<file path="config.mk">
export PLATFORM = sky130hd
export DESIGN_NAME = uart_cmd_rx
export DESIGN_NICKNAME = d
export VERILOG_FILES = /design/src/rtl/uart_cmd_rx.sv
export SDC_FILE = /design/constraint.sdc
export NUM_CORES = 1
export LEC_CHECK = 0
export BUFFER_PORTS_ARGS = -buffer_cell sky130_fd_sc_hd__buf_2
export CAP_MARGIN = 30
export CELL_PAD_IN_SITES_DETAIL_PLACEMENT = 1
export CELL_PAD_IN_SITES_GLOBAL_PLACEMENT = 2
export CORE_UTILIZATION = 46
export DETAILED_ROUTE_END_ITERATION = 7
export MAX_ROUTING_LAYER = met4
export PLACE_DENSITY = 0.89
export SKIP_LAST_GASP = 1
export SLEW_MARGIN = 0
export SYNTH_ARGS = -nofsm -noshare
export SYNTH_HDL_FRONTEND = slang
export SYNTH_SLANG_ARGS = --single-unit
</file>
<file path="constraint.sdc">
create_clock -name clk -period 3.35 [get_ports clk]
set_clock_uncertainty 0.1 [all_clocks]
set_input_delay 0.335 -clock clk [delete_from_list [all_inputs] [get_ports clk]]
set_output_delay 0.335 -clock clk [all_outputs]
set_load 0.02 [all_outputs]
</file>
<file path="src/rtl/uart_cmd_rx.sv">
// UART receive front-end: 2-flop synchroniser, oversampled receiver with
// optional parity, show-ahead RX FIFO, sticky error flags, LED decoder.
// Ports: clk, rst (sync, active-high), rx (serial in, idles high),
//   rd_en/rd_data/rd_valid/fifo_count (FIFO read side),
//   overflow/frame_err/parity_err (sticky, cleared by clr_err),
//   dir_leds (one-hot decode of the last good byte).
module uart_cmd_rx #(
    parameter int CLK_FREQ_HZ = 50000000,
    parameter int BAUD        = 115200,
    parameter int OVERSAMPLE  = 16,
    parameter int DATA_BITS   = 8,
    parameter int PARITY_EN   = 0,
    parameter int PARITY_ODD  = 0,
    parameter int FIFO_DEPTH  = 8
) (
    input  logic                              clk,
    input  logic                              rst,
    input  logic                              rx,
    input  logic                              rd_en,
    output logic [DATA_BITS-1:0]              rd_data,
    output logic                              rd_valid,
    output logic [$clog2(FIFO_DEPTH+1)-1:0]   fifo_count,
    output logic                              overflow,
    output logic                              frame_err,
    output logic                              parity_err,
    input  logic                              clr_err,
    output logic [3:0]                        dir_leds
);

    localparam int BO  = BAUD * OVERSAMPLE;
    localparam int DIV = (CLK_FREQ_HZ + BO / 2) / BO;
    localparam int DW  = $clog2(DIV);
    localparam int TW  = $clog2(OVERSAMPLE);
    localparam int PW  = $clog2(FIFO_DEPTH);
    localparam int CW  = $clog2(FIFO_DEPTH + 1);

    localparam logic [DW-1:0] DIV_LAST  = DW'(DIV - 1);
    localparam logic [TW-1:0] HALF_LAST = TW'(OVERSAMPLE / 2 - 1);
    localparam logic [TW-1:0] FULL_LAST = TW'(OVERSAMPLE - 1);
    localparam logic [2:0]    BIT_LAST  = 3'(DATA_BITS - 1);
    localparam logic [CW-1:0] DEPTH     = CW'(FIFO_DEPTH);
    localparam logic          PAR_ODD   = (PARITY_ODD != 0);

    typedef enum logic [2:0] {
        IDLE, START, DATA, PARITY, STOP, WAIT_IDLE
    } state_t;

    state_t               state;
    logic                 sync1, sync2, rx_prev;
    logic                 fall, tick, samp;
    logic [DW-1:0]        div_cnt;
    logic [TW-1:0]        tcnt;
    logic [2:0]           bit_cnt;
    logic [DATA_BITS-1:0] shreg;
    logic                 par_acc, bad;
    logic                 push_req, ferr_set, perr_set;
    logic [DATA_BITS-1:0] push_byte;
    logic [7:0]           byte8;

    logic [DATA_BITS-1:0] mem [FIFO_DEPTH];
    logic [PW-1:0]        wr_ptr, rd_ptr;
    logic [CW-1:0]        count;
    logic                 pop, full, wr_ok;

    // Synchroniser flops preset high so reset never looks like a start edge
    always_ff @(posedge clk) begin
        if (rst) begin
            sync1   <= 1'b1;
            sync2   <= 1'b1;
            rx_prev <= 1'b1;
        end else begin
            sync1   <= rx;
            sync2   <= sync1;
            rx_prev <= sync2;
        end
    end

    assign fall = rx_prev & ~sync2;
    assign tick = (div_cnt == DIV_LAST);

    // Restart the divider on a start edge so sampling is phase-aligned
    always_ff @(posedge clk) begin
        if (rst || (state == IDLE && fall) || tick)
            div_cnt <= '0;
        else
            div_cnt <= div_cnt + 1'b1;
    end

    assign samp = tick &&
        (tcnt == ((state == START) ? HALF_LAST : FULL_LAST));

    always_ff @(posedge clk) begin
        if (rst) begin
            state     <= IDLE;
            tcnt      <= '0;
            bit_cnt   <= '0;
            shreg     <= '0;
            par_acc   <= 1'b0;
            bad       <= 1'b0;
            push_req  <= 1'b0;
            push_byte <= '0;
            ferr_set  <= 1'b0;
            perr_set  <= 1'b0;
        end else begin
            push_req <= 1'b0;
            ferr_set <= 1'b0;
            perr_set <= 1'b0;
            if (tick)
                tcnt <= samp ? '0 : tcnt + 1'b1;
            unique case (state)
                IDLE: begin
                    if (fall) begin
                        state   <= START;
                        tcnt    <= '0;
                        bit_cnt <= '0;
                        par_acc <= 1'b0;
                        bad     <= 1'b0;
                    end
                end
                START: begin
                    if (samp)
                        state <= sync2 ? IDLE : DATA;
                end
                DATA: begin
                    if (samp) begin
                        shreg   <= {sync2, shreg[DATA_BITS-1:1]};
                        par_acc <= par_acc ^ sync2;
                        bit_cnt <= bit_cnt + 1'b1;
                        if (bit_cnt == BIT_LAST)
                            state <= (PARITY_EN != 0) ? PARITY : STOP;
                    end
                end
                PARITY: begin
                    if (samp) begin
                        if ((par_acc ^ sync2) != PAR_ODD) begin
                            bad      <= 1'b1;
                            perr_set <= 1'b1;
                        end
                        state <= STOP;
                    end
                end
                STOP: begin
                    if (samp) begin
                        if (!sync2) begin
                            ferr_set <= 1'b1;
                            state    <= WAIT_IDLE;
                        end else begin
                            push_req  <= ~bad;
                            push_byte <= shreg;
                            state     <= IDLE;
                        end
                    end
                end
                WAIT_IDLE: begin
                    if (sync2)
                        state <= IDLE;
                end
                default: state <= IDLE;
            endcase
        end
    end

    assign pop   = rd_en & rd_valid;
    assign full  = (count == DEPTH);
    // A pop frees the head slot, so a push into a full FIFO still fits
    assign wr_ok = push_req & (~full | pop);
    assign byte8 = 8'(push_byte);

    function automatic logic [3:0] cmd_decode(input logic [7:0] b);
        case (b)
            8'h55:   return 4'b0001;
            8'h44:   return 4'b0010;
            8'h4C:   return 4'b0100;
            8'h52:   return 4'b1000;
            default: return 4'b0000;
        endcase
    endfunction

    always_ff @(posedge clk) begin
        if (wr_ok)
            mem[wr_ptr] <= push_byte;
    end

    always_ff @(posedge clk) begin
        if (rst) begin
            wr_ptr     <= '0;
            rd_ptr     <= '0;
            count      <= '0;
            overflow   <= 1'b0;
            frame_err  <= 1'b0;
            parity_err <= 1'b0;
            dir_leds   <= 4'b0000;
        end else begin
            if (wr_ok)
                wr_ptr <= wr_ptr + 1'b1;
            if (pop)
                rd_ptr <= rd_ptr + 1'b1;
            case ({wr_ok, pop})
                2'b10:   count <= count + 1'b1;
                2'b01:   count <= count - 1'b1;
                default: count <= count;
            endcase
            overflow   <= (push_req & full & ~pop) | (overflow & ~clr_err);
            frame_err  <= ferr_set | (frame_err & ~clr_err);
            parity_err <= perr_set | (parity_err & ~clr_err);
            // Dropped-on-overflow bytes still count as good commands
            if (push_req)
                dir_leds <= cmd_decode(byte8);
        end
    end

    assign rd_valid   = (count != '0);
    assign rd_data    = rd_valid ? mem[rd_ptr] : '0;
    assign fifo_count = count;

endmodule

</file>
Yosys cells after proc, flatten, opt, wreduce, memory -nomap -nowiden
Memories as Yosys holds them, arrays and structs flattened. A register that Yosys moved wholly into a read port is not among the register bits.
Cells that the tools add are included.
{"block": "word_totals", "regBits": 56, "memories": 1, "elab_cells": 123, "output_inout_bits": 20, "inputBits": 5, "mem_bits_rw": 64}
{"block": "op_classes", "addsub": 7, "eq_ne": 23, "reduce_logical": 17, "bitwise": 21, "muxes": 33}
{"name": "mem", "depth": 8, "width": 8, "rd": 1, "rd_clocked_by_memory_dff": 1, "wr": 1, "line": "60", "source": "logic [DATA_BITS-1:0] mem [FIFO_DEPTH];"}
{"operator": "2-to-1 mux 3 bit", "count": 12}
{"operator": "equality test 8 x 7 -> 1 bit, second input constant", "count": 4}
{"operator": "2-to-1 mux 4 bit", "count": 5}
{"operator": "one-hot mux 3 bit (6 select lines)", "count": 1}
{"operator": "inequality test 2 bit, second input constant", "count": 8}
{"operator": "one-hot mux 4 bit (4 select lines)", "count": 1}
{"operator": "adder 3 x 1 -> 3 bit, second input constant", "count": 3}
{"operator": "equality test 3 bit, second input constant", "count": 3}
{"operator": "adder 4 x 1 -> 4 bit, second input constant", "count": 2}
{"operator": "AND 1 bit", "count": 8}
{"operator": "2-to-1 mux 1 bit", "count": 8}
{"operator": "2-to-1 mux 8 bit", "count": 1}
{"operator": "NOT 1 bit", "count": 8}
{"operator": "one-hot mux 4 bit (2 select lines)", "count": 1}
{"operator": "AND reduction 7 bit", "count": 1}
{"operator": "equality test 3 x 2 -> 1 bit, second input constant", "count": 2}
{"operator": "one-hot mux 3 bit (2 select lines)", "count": 1}
{"operator": "AND reduction 3 bit", "count": 2}
{"operator": "nonzero test 2 bit", "count": 3}
{"operator": "OR reduction 3 bit", "count": 2}
{"operator": "adder 5 x 1 -> 5 bit, second input constant", "count": 1}
{"operator": "equality test 5 bit, second input constant", "count": 1}
{"operator": "equality test 4 bit", "count": 1}
{"operator": "equality test 4 bit, second input constant", "count": 1}
{"operator": "15 further kinds", "count": 21}

Logic depth before layout (Yosys ltp)
Gate-level depths: netlist of run 1.
{"block": "logic_depth", "ltp_word": 8, "depth_mapped": 11, "ltp_nobuf": 9}

Worst setup path after synthesis of run 1
OpenSTA, ideal clock, no wires.
{"block": "synth_path", "kind": "flip-flop to flip-flop", "start": "reg count[1], in the netlist fifo_count[1]", "end": "mem mem[0][0] (enable)", "n_path_buf": 2, "arrival_time_ns": 2.000, "setup_ns": 0.383, "required_ns": 2.867, "path_stages_with_launch": 7, "slack_ns": 0.867, "period_less_slack_ns": 2.483, "path_cell_list": "dfxtp_1 -> buf_2 -> or3_1 -> buf_2 -> o21ai_0 -> or2_2 -> nor3_1"}
{"block": "synth_via", "elab_chain_cells": 6, "word_cells_on_any_way": 8, "cone_classes": "eq/ne: 1; mux: 2; bitwise: 4; reduce/logical: 1"}
{"item": "start, declared", "line": "62", "source": "logic [CW-1:0] count;"}
{"item": "start signal, assigned", "line": "199", "source": "2'b10: count <= count + 1'b1;"}
{"item": "start signal, assigned", "line": "200", "source": "2'b01: count <= count - 1'b1;"}
{"item": "start signal, assigned", "line": "201", "source": "default: count <= count;"}
{"item": "nonzero test 4 bit / equality test 4 bit (equally long branches)", "line": "212, 164"}
{"item": "AND 1 bit / NOT 1 bit (equally long branches)", "line": "163, 166"}
{"item": "OR 1 bit (*)", "line": "166", "source": "assign wr_ok = push_req & (~full | pop);"}
{"item": "AND 1 bit (*)", "line": "166"}
{"item": "2-to-1 mux 1 bit (*)", "line": "180", "source": "if (wr_ok)"}
{"item": "2-to-1 mux 1 bit (implied by the code) (*)", "line": "181", "source": "mem[wr_ptr] <= push_byte;"}
{"item": "end, declared", "line": "60"}
Every way passes the cells marked *; elsewhere a longest branch is shown, timed or not.

==> metrics.cfg, run 1 <==
[global_routing]
grt_pass1_vias = 3242
grt_usage_pct = 21.39
grt.overflow.total = 0
grt_pass1_wl_mm = 17.35
antenna_found_initial = 0
grt_max_degree = 54

[yosys]
ys_types = 58
syn-num-nets = 399
synthFlopType = edfxtp_1
synth-seq-cells = 123
syn_inst = 386
synth-compound-area-share_pct = 5.768
synth_edf_count = 64
synth-xor-area-share_pct = 1.914
synthSimpleGateAreaFrac_pct = 13.85
yosysWarnings = 0
synth_area_mm2 = 0.005032
synth_top_family_by_area = simple AND/OR/NAND/NOR gates
syn_area_per_cell_um2 = 13.04
async_reset_ff_share_pct = 0
synthMuxAreaShare_pct = 12.56
yosys.area_share.adder_pct = 1.989
yosysSeqAreaShare_pct = 61.66

[finish]
layout_commonest_cell = edfxtp_1
diodes = 0
fin_nets = 430
final_util_pct = 56.48
drive_gt1_share_pct = 22.09
final_cell_mix = 64 x edfxtp_1, 59 x dfxtp_1, 53 x nor2_1
syn2layout_area_growth_pct = 17.43

[placed_design]
io_buffers = 24
hpwl_mm = 6.990
place_congestion = 0.7782

[clocking]
clkSinkCount = 123
numCtsBuffers = 17
clockBufferDepth = 2
path_clk_slew_ns = 0.06
cts_htree_levels = 4
cts_setup_buffers = 0
cts-root-buf = clkbuf_8
cts_tree = yes
insertion_delay_ns = 0.52

[route]
antenna_left = 0
drc = 0
via_per_inst = 5.551
finalWirelength_mm = 10.89
drt_iter0_drc = 100
first_pass_iters = 4
drt-wirelength-per-cell_um = 19.24
vias = 3142

[timing]
timing.fmax_mhz = 370.9
maxSlewHeadroom_pct = 37.86
tightest_slew_ns = 0.9321
rsz0062_at_grt = no
drv_slew = 0
finalSetupViolations = 0
min_period_ns = 2.696
hold_ws_ns = 0.06518
finalSetupTns_ns = 0
hold_violations = 0
fin_crit_sh_pct = 80.48

[setup_path]
crit_path_start_kind = flop
cp.required_ns = 2.91
endpoint_kind = output pin
arrival_ns = 2.26
cp_max_fo = 16
setup.worst_path.class = flop to output pin

[outcome]
status = completed

[floorplan]
die_x_um = 106.6
die_h_um = 106.6
die-area_mm2 = 0.01136
num_rows = 37
initial_utilization_pct = 48.10
core_mm2 = 0.01046
boundaryPins = 25

[power]
peakVddDrop_mv = 0.2491
p_leak_nw = 2.072
p_seq_share_pct = 42.0
powerDensity_mw_per_mm2 = 656.3
p_sw_uw = 921.0
pwr-share-clk_pct = 48.2
p_sw_share_pct = 23.75
intPower_mw = 2.957
pwr-share-comb_pct = 9.8

[flow_run]
cap_viol_max_count = 0

[min_path]
hold_path_class = primary input to flop

metrics by stage:
stage / power (mW) / cell area (µm²) / setup WS [ns] / instances
6_report: 3.878 / 5909 / 0.6540 / 566
5_1_grt: 3.996 / 5909 / 0.4686 / 566
2_1_floorplan: 1.949 / 5032 / 0.8668 / 386
3_5_place_dp: 2.046 / 5288 / 0.7198 / 533
4_1_cts: 3.915 / 5909 / 0.6026 / 566
3_3_place_gp: 2.034 / 5288 / 0.8462 / 533
state kept, by name, indices dropped and copies added, names as in the netlist, 3 cells and up, named ones only:
signal,flops
state,3
byte8,8
div_cnt,5
dir_leds,4
bit_cnt,3
rd_ptr,3
fifo_count,4
wr_ptr,3
tcnt,4
shreg,8
mem,64
layer usage:
layer / global-route usage [%] / up-vias / routed length [µm]
li1: - / 1501 / -
met1: 26.05 / 1581 / 4822
met2: 35.21 / 50 / 5681
met3: 4.195 / 10 / 272
met4: 8.513 / 0 / 116
met5: - / - / 0
synthesized netlist by cell type, types with 2 or more instances:
library cell  count  share of area (%)
clkbuf_1         10               0.75
a32oi_1           3               0.52
or3_1             4               0.50
nand3_1           9               0.90
o211ai_1          3               0.45
or4_1             3               0.45
inv_1             6               0.45
o31ai_1           2               0.30
nand4_1           4               0.50
o21ai_0           6               0.60
buf_1             2               0.15
mux2i_1          26                5.2
edfxtp_1         64                 38
xor2_1            7                1.2
a211oi_1          2               0.30
nor2b_1           2               0.25
xnor2_1           4               0.70
buf_2             7               0.70
mux4_2           16                7.2
a22o_1            2               0.35
a31o_2            2               0.35
nor3b_1           3               0.45
dfxtp_1          59                 23
nor3_1            9               0.90
nand2b_1          8               0.99
nor2_1           53                4.0
a21oi_1          12                1.2
or2_2             6               0.75
nand2_1          14                1.0
ha_1              8                2.0
nor4_1            3               0.37
area by class of cell:
class	count	area [µm²]
Sequential cell	123	3103
Inverter	7	26.28
Timing Repair Buffer	32	182.7
Clock buffer	17	414.1
Fill cell	1073	4553
Clock inverter	15	197.7
Multi-Input combinational cell	236	1815
Tap cell	136	170.2
cell families (layout without fill, tap and decap cells):
logic type	count (synthesis)	after routing
compound gates	42	42
xor+xnor	11	11
fa+ha+maj	8	8
buf+inv	27	71
flops	123	123
mux	43	43
simple gates	132	132
repair_timing:
item,CTS,global route
hold endpoints to repair,1,0
gates resized for setup,0,0
hold buffers,1,0
worst paths after layout:
kind	slack, ns	from	endpoint	cells past startpoint
setup / recovery	0.65	flop	rd_data[4]	4
hold / removal	0.07	clr_err	frame_err	4
setup reg to reg	0.71	fifo_count[0]	fifo_count[2]	9
hold reg to reg	0.31	sync1	sync2	1
power by group through the flow:
stage | Combinational [mW] | Clock, mW | Sequential [mW]
floorplan | 0.295 | 0 | 1.65
global placement | 0.374 | 0 | 1.66
detailed placement | 0.384 | 0 | 1.66
CTS | 0.386 | 1.90 | 1.63
global route | 0.416 | 1.94 | 1.64
finish | 0.379 | 1.87 | 1.63
critical path, stage by stage (launching register included):
cell,delay (ns)
dfxtp_1,0.84
mux4_2,0.43
mux2i_1,0.23
nor2_1,0.07
buf_2,0.17
Power figures use the tool's default switching activity.
==> inputs of run 2 (changes only) <==
- CORE_UTILIZATION: 46 -> 43
- PLACE_DENSITY: 0.89 -> 0.84
- clock period: 3.35 -> 2.7 ns (I/O delays scaled with it)
==> run 2 against run 1 <==
  * Clock power rose by 16%
  * Global-route usage shrank 0.75 points
  * Sequential share of layout area is 0.28 points lower
  * First-iteration DRC count rose by 3.0%
  * Total power rose by 20%
  * Wire length is 0.39% higher
  * Register-to-register slack got worse by 0.50 ns
  * Sequential cell count did not move
  * Hold slack improved by 0.028 ns
  * Design area is 0.53% higher
  * Largest cell class unchanged
  * Largest power group unchanged
  * Highest routed layer unchanged
==> metrics.cfg, run 2 (synthesis gave the netlist of run 1 again) <==
[finish]
largest-register = mem
final_cell_mix = 64 x edfxtp_1, 59 x dfxtp_1, 53 x nor2_1
largest_reg_flops = 64
fin_nets = 438
diodes = 0
drive_gt1_share_pct = 23.74
final_util_pct = 52.03
syn2layout_area_growth_pct = 18.05
layout_commonest_cell = edfxtp_1

[route]
first_pass_iters = 4
antenna_left = 0
vias = 3144
finalWirelength_mm = 10.93
wl_met1_mm = 4.722
drt-wirelength-per-cell_um = 18.82
met3WireLength_um = 254
dr_wl_met2_mm = 5.813
via_per_inst = 5.411
drt_iter0_drc = 103
drc = 0
highest_layer = met4

[floorplan]
core_mm2 = 0.01142
die-area_mm2 = 0.01214
die_x_um = 110.2
boundaryPins = 25
initial_utilization_pct = 44.07
num_rows = 39
die_h_um = 110.2

[power]
peakVddDrop_mv = 0.5216
p_leak_nw = 2.084
powerDensity_mw_per_mm2 = 786.1
power.total_mw = 4.670

[timing]
hold_violations = 0
maxSlewHeadroom_pct = 37.71
finalSetupTns_ns = 0
finalSetupViolations = 0
fin_crit_sh_pct = 92.39
rsz0062_at_grt = no
timing.fmax_mhz = 400.9
min_period_ns = 2.495
tightest_slew_ns = 0.9344
drv_slew = 0

[global_routing]
grt_max_degree = 54
grt_usage_pct = 20.64
grt_pass1_wl_mm = 17.37
grt_pass1_vias = 3307
grt.overflow.total = 0
antenna_found_initial = 0

[flow_run]
cap_viol_max_count = 0

[placed_design]
hpwl_mm = 7.098
place_congestion = 0.7300
io_buffers = 24

[clocking]
cts_tree = yes
clkSinkCount = 123
path_clk_slew_ns = 0.06
cts-root-buf = clkbuf_16
cts_htree_levels = 4
insertion_delay_ns = 0.42
numCtsBuffers = 17
clockBufferDepth = 2

[min_path]
hold_path_class = primary input to flop

[setup_path]
crit_path_start_kind = flop
cp_max_fo = 10
arrival_ns = 2.44
endpoint_kind = flop
setup.worst_path.class = flop to flop
cp.required_ns = 2.64

[outcome]
status = completed

-- run 2: layout make-up --
class | count | area (µm²)
sequential | 123 | 3103
clock inverter | 13 | 121.4
tap | 143 | 178.9
inverter | 7 | 26.28
fill | 1178 | 5478
timing repair buffer | 40 | 242.7
multi-input combinational | 236 | 1815
clock buffer | 19 | 452.9
-- run 2: critical path: stages (launching register included) --
cell and delay, ns:
dfxtp_1 0.52, or3_1 0.32, o21ai_0 0.23, or2_2 0.37, nor2_1 0.58
-- run 2: worst paths after layout --
path,startpoint,endpoint,slack [ns],depth (start not counted)
setup / recovery,fifo_count[1],mem[6][1],0.21,4
hold / removal,clr_err,parity_err,0.09,4
setup reg to reg,fifo_count[1],mem[6][1],0.21,4
hold reg to reg,sync1,sync2,0.31,1
-- run 2: stage by stage --
| step | instance area, µm² | worst slack, ns | std cells | hold slack [ns] |
|---|---|---|---|---|
| 2_1_floorplan | 5032 | 0.2168 | 386 | 0.2738 |
| 3_3_place_gp | 5356 | 0.3641 | 548 | 0.2934 |
| 3_5_place_dp | 5356 | 0.1948 | 548 | 0.3005 |
| 4_1_cts | 5941 | 0.1921 | 581 | 0.07912 |
| 5_1_grt | 5941 | 0.02515 | 581 | 0.1101 |
| 6_report | 5941 | 0.2055 | 581 | 0.09290 |
-- run 2: power breakdown --
| group | switching [mW] | internal [mW] |
|---|---|---|
| sequential | 0.0399 | 1.98 |
| combinational | 0.289 | 0.209 |
| clock | 0.843 | 1.31 |
-- run 2: per-layer routing --
metal  track usage, %  up-vias
li1                 -     1514
met1            23.15     1578
met2            35.67       41
met3            5.115       11
met4            7.613        0
met5                -        -
-- run 2: timing repair --
item,in CTS,in global routing
setup endpoints to repair,0,0
resized for setup,0,0
buffers inserted,0,0
hold buffers,1,0
endpoints found under the hold margin,1,0
==> inputs of run 3 (changes only) <==
- CORE_ASPECT_RATIO: default -> 0.5
- SLEW_MARGIN: 0 -> 25
- clock period: 2.7 -> 2.4 ns (I/O delays scaled with it)
==> run 3 against run 2 <==
  * Clock power rose by 21%
  * Register-to-register slack lost 0.04 ns
  * Count of clock-buffer cells in the layout fell by 1
  * Largest cell class unchanged
  * Highest routed layer unchanged
==> metrics.cfg, run 3 (synthesis gave the netlist of run 1 again) <==
[timing]
finalSetupTns_ns = 0
tightest_slew_ns = 0.8997
hold_violations = 0
min_period_ns = 2.282
timing.fmax_mhz = 438.2
fin_crit_sh_pct = 95.08
drv_slew = 0
finalSetupViolations = 0
rsz0062_at_grt = no
maxSlewHeadroom_pct = 39.80
hold_ws_ns = 0.07985

[floorplan]
core_mm2 = 0.01118
num_rows = 27
initial_utilization_pct = 45.00
die_h_um = 78.50
die_x_um = 155.0
die-area_mm2 = 0.01217
boundaryPins = 25

[finish]
diodes = 0
final_cell_mix = 64 x edfxtp_1, 59 x dfxtp_1, 52 x nor2_1
final_area_mm2 = 0.006070
fin_nets = 442
largest_reg_flops = 64
largest-register = mem
syn2layout_area_growth_pct = 20.61
layout_commonest_cell = edfxtp_1
drive_gt1_share_pct = 25.11

[clocking]
clockBufferDepth = 2
cts-root-buf = clkbuf_16
numCtsBuffers = 17
cts_htree_levels = 4
path_clk_slew_ns = 0.06
cts_tree = yes
insertion_delay_ns = 0.42
clkSinkCount = 123

[global_routing]
grt.overflow.total = 0
grt_max_degree = 54
grt_pass1_vias = 3495
grt_usage_pct = 22.20
antenna_found_initial = 0
grt_pass1_wl_mm = 19.13

[outcome]
status = completed

[route]
vias = 3218
drt_iter0_drc = 131
drt-wirelength-per-cell_um = 19.56
via_per_inst = 5.354
finalWirelength_mm = 11.75
antenna_left = 0
drc = 0
first_pass_iters = 4

[power]
p_sw_mw = 1.367
peakVddDrop_mv = 0.3979
p_sw_share_pct = 24.91
pwr-share-clk_pct = 47.8
pwr-share-comb_pct = 11.0
p_leak_nw = 2.147
powerDensity_mw_per_mm2 = 904.6
intPower_mw = 4.123
p_seq_share_pct = 41.2

[placed_design]
io_buffers = 24
placed_area_mm2 = 0.005418
hpwl_mm = 7.579
place_congestion = 0.7669

[setup_path]
path_cells = buf_12, mux4_2, mux2i_1, nor2_1, buf_2
arrival_ns = 1.94
crit_path_start_kind = flop
endpoint_kind = output pin
cp_slowest_cell = mux4_2
cp_max_fo = 16
crit_path_max_incr_delay_ns = 0.53
cp.required_ns = 2.06
setup.worst_path.class = flop to output pin

[flow_run]
cap_viol_max_count = 0

[min_path]
hold_path_class = primary input to flop

[run 3: cell count changes in the layout (fill, tap and decap cells not counted), moves of 2 or more]
cell        before  now
inv_6            0    3
bufinv_16        1    3
clkbuf_8         2    0
clkinvlp_4       8    3
[run 3: repair_timing]
item                                   4_1_cts  5_1_grt
gates resized for setup                      1        3
hold buffers                                 1        0
setup buffers                                0        0
endpoints found under the hold margin        1        0
setup endpoints to repair                    1        3
gates cloned                                 0        0
[run 3: stage by stage]
step	util (%)	instances	worst slack [ns]	total power, mW
after floorplan	-	386	0.01316	2.733
after global placement	48.41	566	0.2681	2.871
after detailed placement	48.45	567	0.1219	2.892
after CTS	53.93	600	0.02960	5.509
after global routing	54.28	601	0.005824	5.672
final	54.28	601	0.1180	5.490
[run 3: final timing paths]
path	from	to	slack (ns)	cells after the start
worst max-delay path	flop	rd_data[6]	0.12	5
worst min-delay path	clr_err	parity_err	0.08	4
worst max register to register	fifo_count[0]	mem[2][2]	0.17	4
worst min register to register	sync1	sync2	0.33	1
[run 3: routing by layer]
layer  vias to the layer above  track usage, %  share of wire (%)
li1                       1533               -                  -
met2                        47           38.11                 51
met5                         -               -                  0
met4                         0           8.218                1.3
met1                      1625           25.27                 45
met3                        13           5.798                2.7
[run 3: cell type report]
type                       instances  area [µm²]
tap                              159       198.9
inverter                           7       28.78
fill                            1122        5112
multi-input combinational        236        1837
clock buffer                      18       429.2
clock inverter                    14       170.2
sequential                       123        3103
timing repair buffer              44       302.8
[run 3: power groups by stage]
stage	combinational, mW	sequential [mW]	clock, mW
after floorplan	0.424	2.31	0
after global placement	0.571	2.30	0
after detailed placement	0.588	2.30	0
after CTS	0.597	2.26	2.65
after global routing	0.665	2.27	2.74
final	0.605	2.26	2.62
[run 3: critical path, delay by kind of cell (launching register included)]
kind / cells / cell delay, ns
muxes: 2 / 0.75
DFF: 1 / 0.35
and+or+nand+nor: 1 / 0.07
buffers and inverters: 2 / 0.35
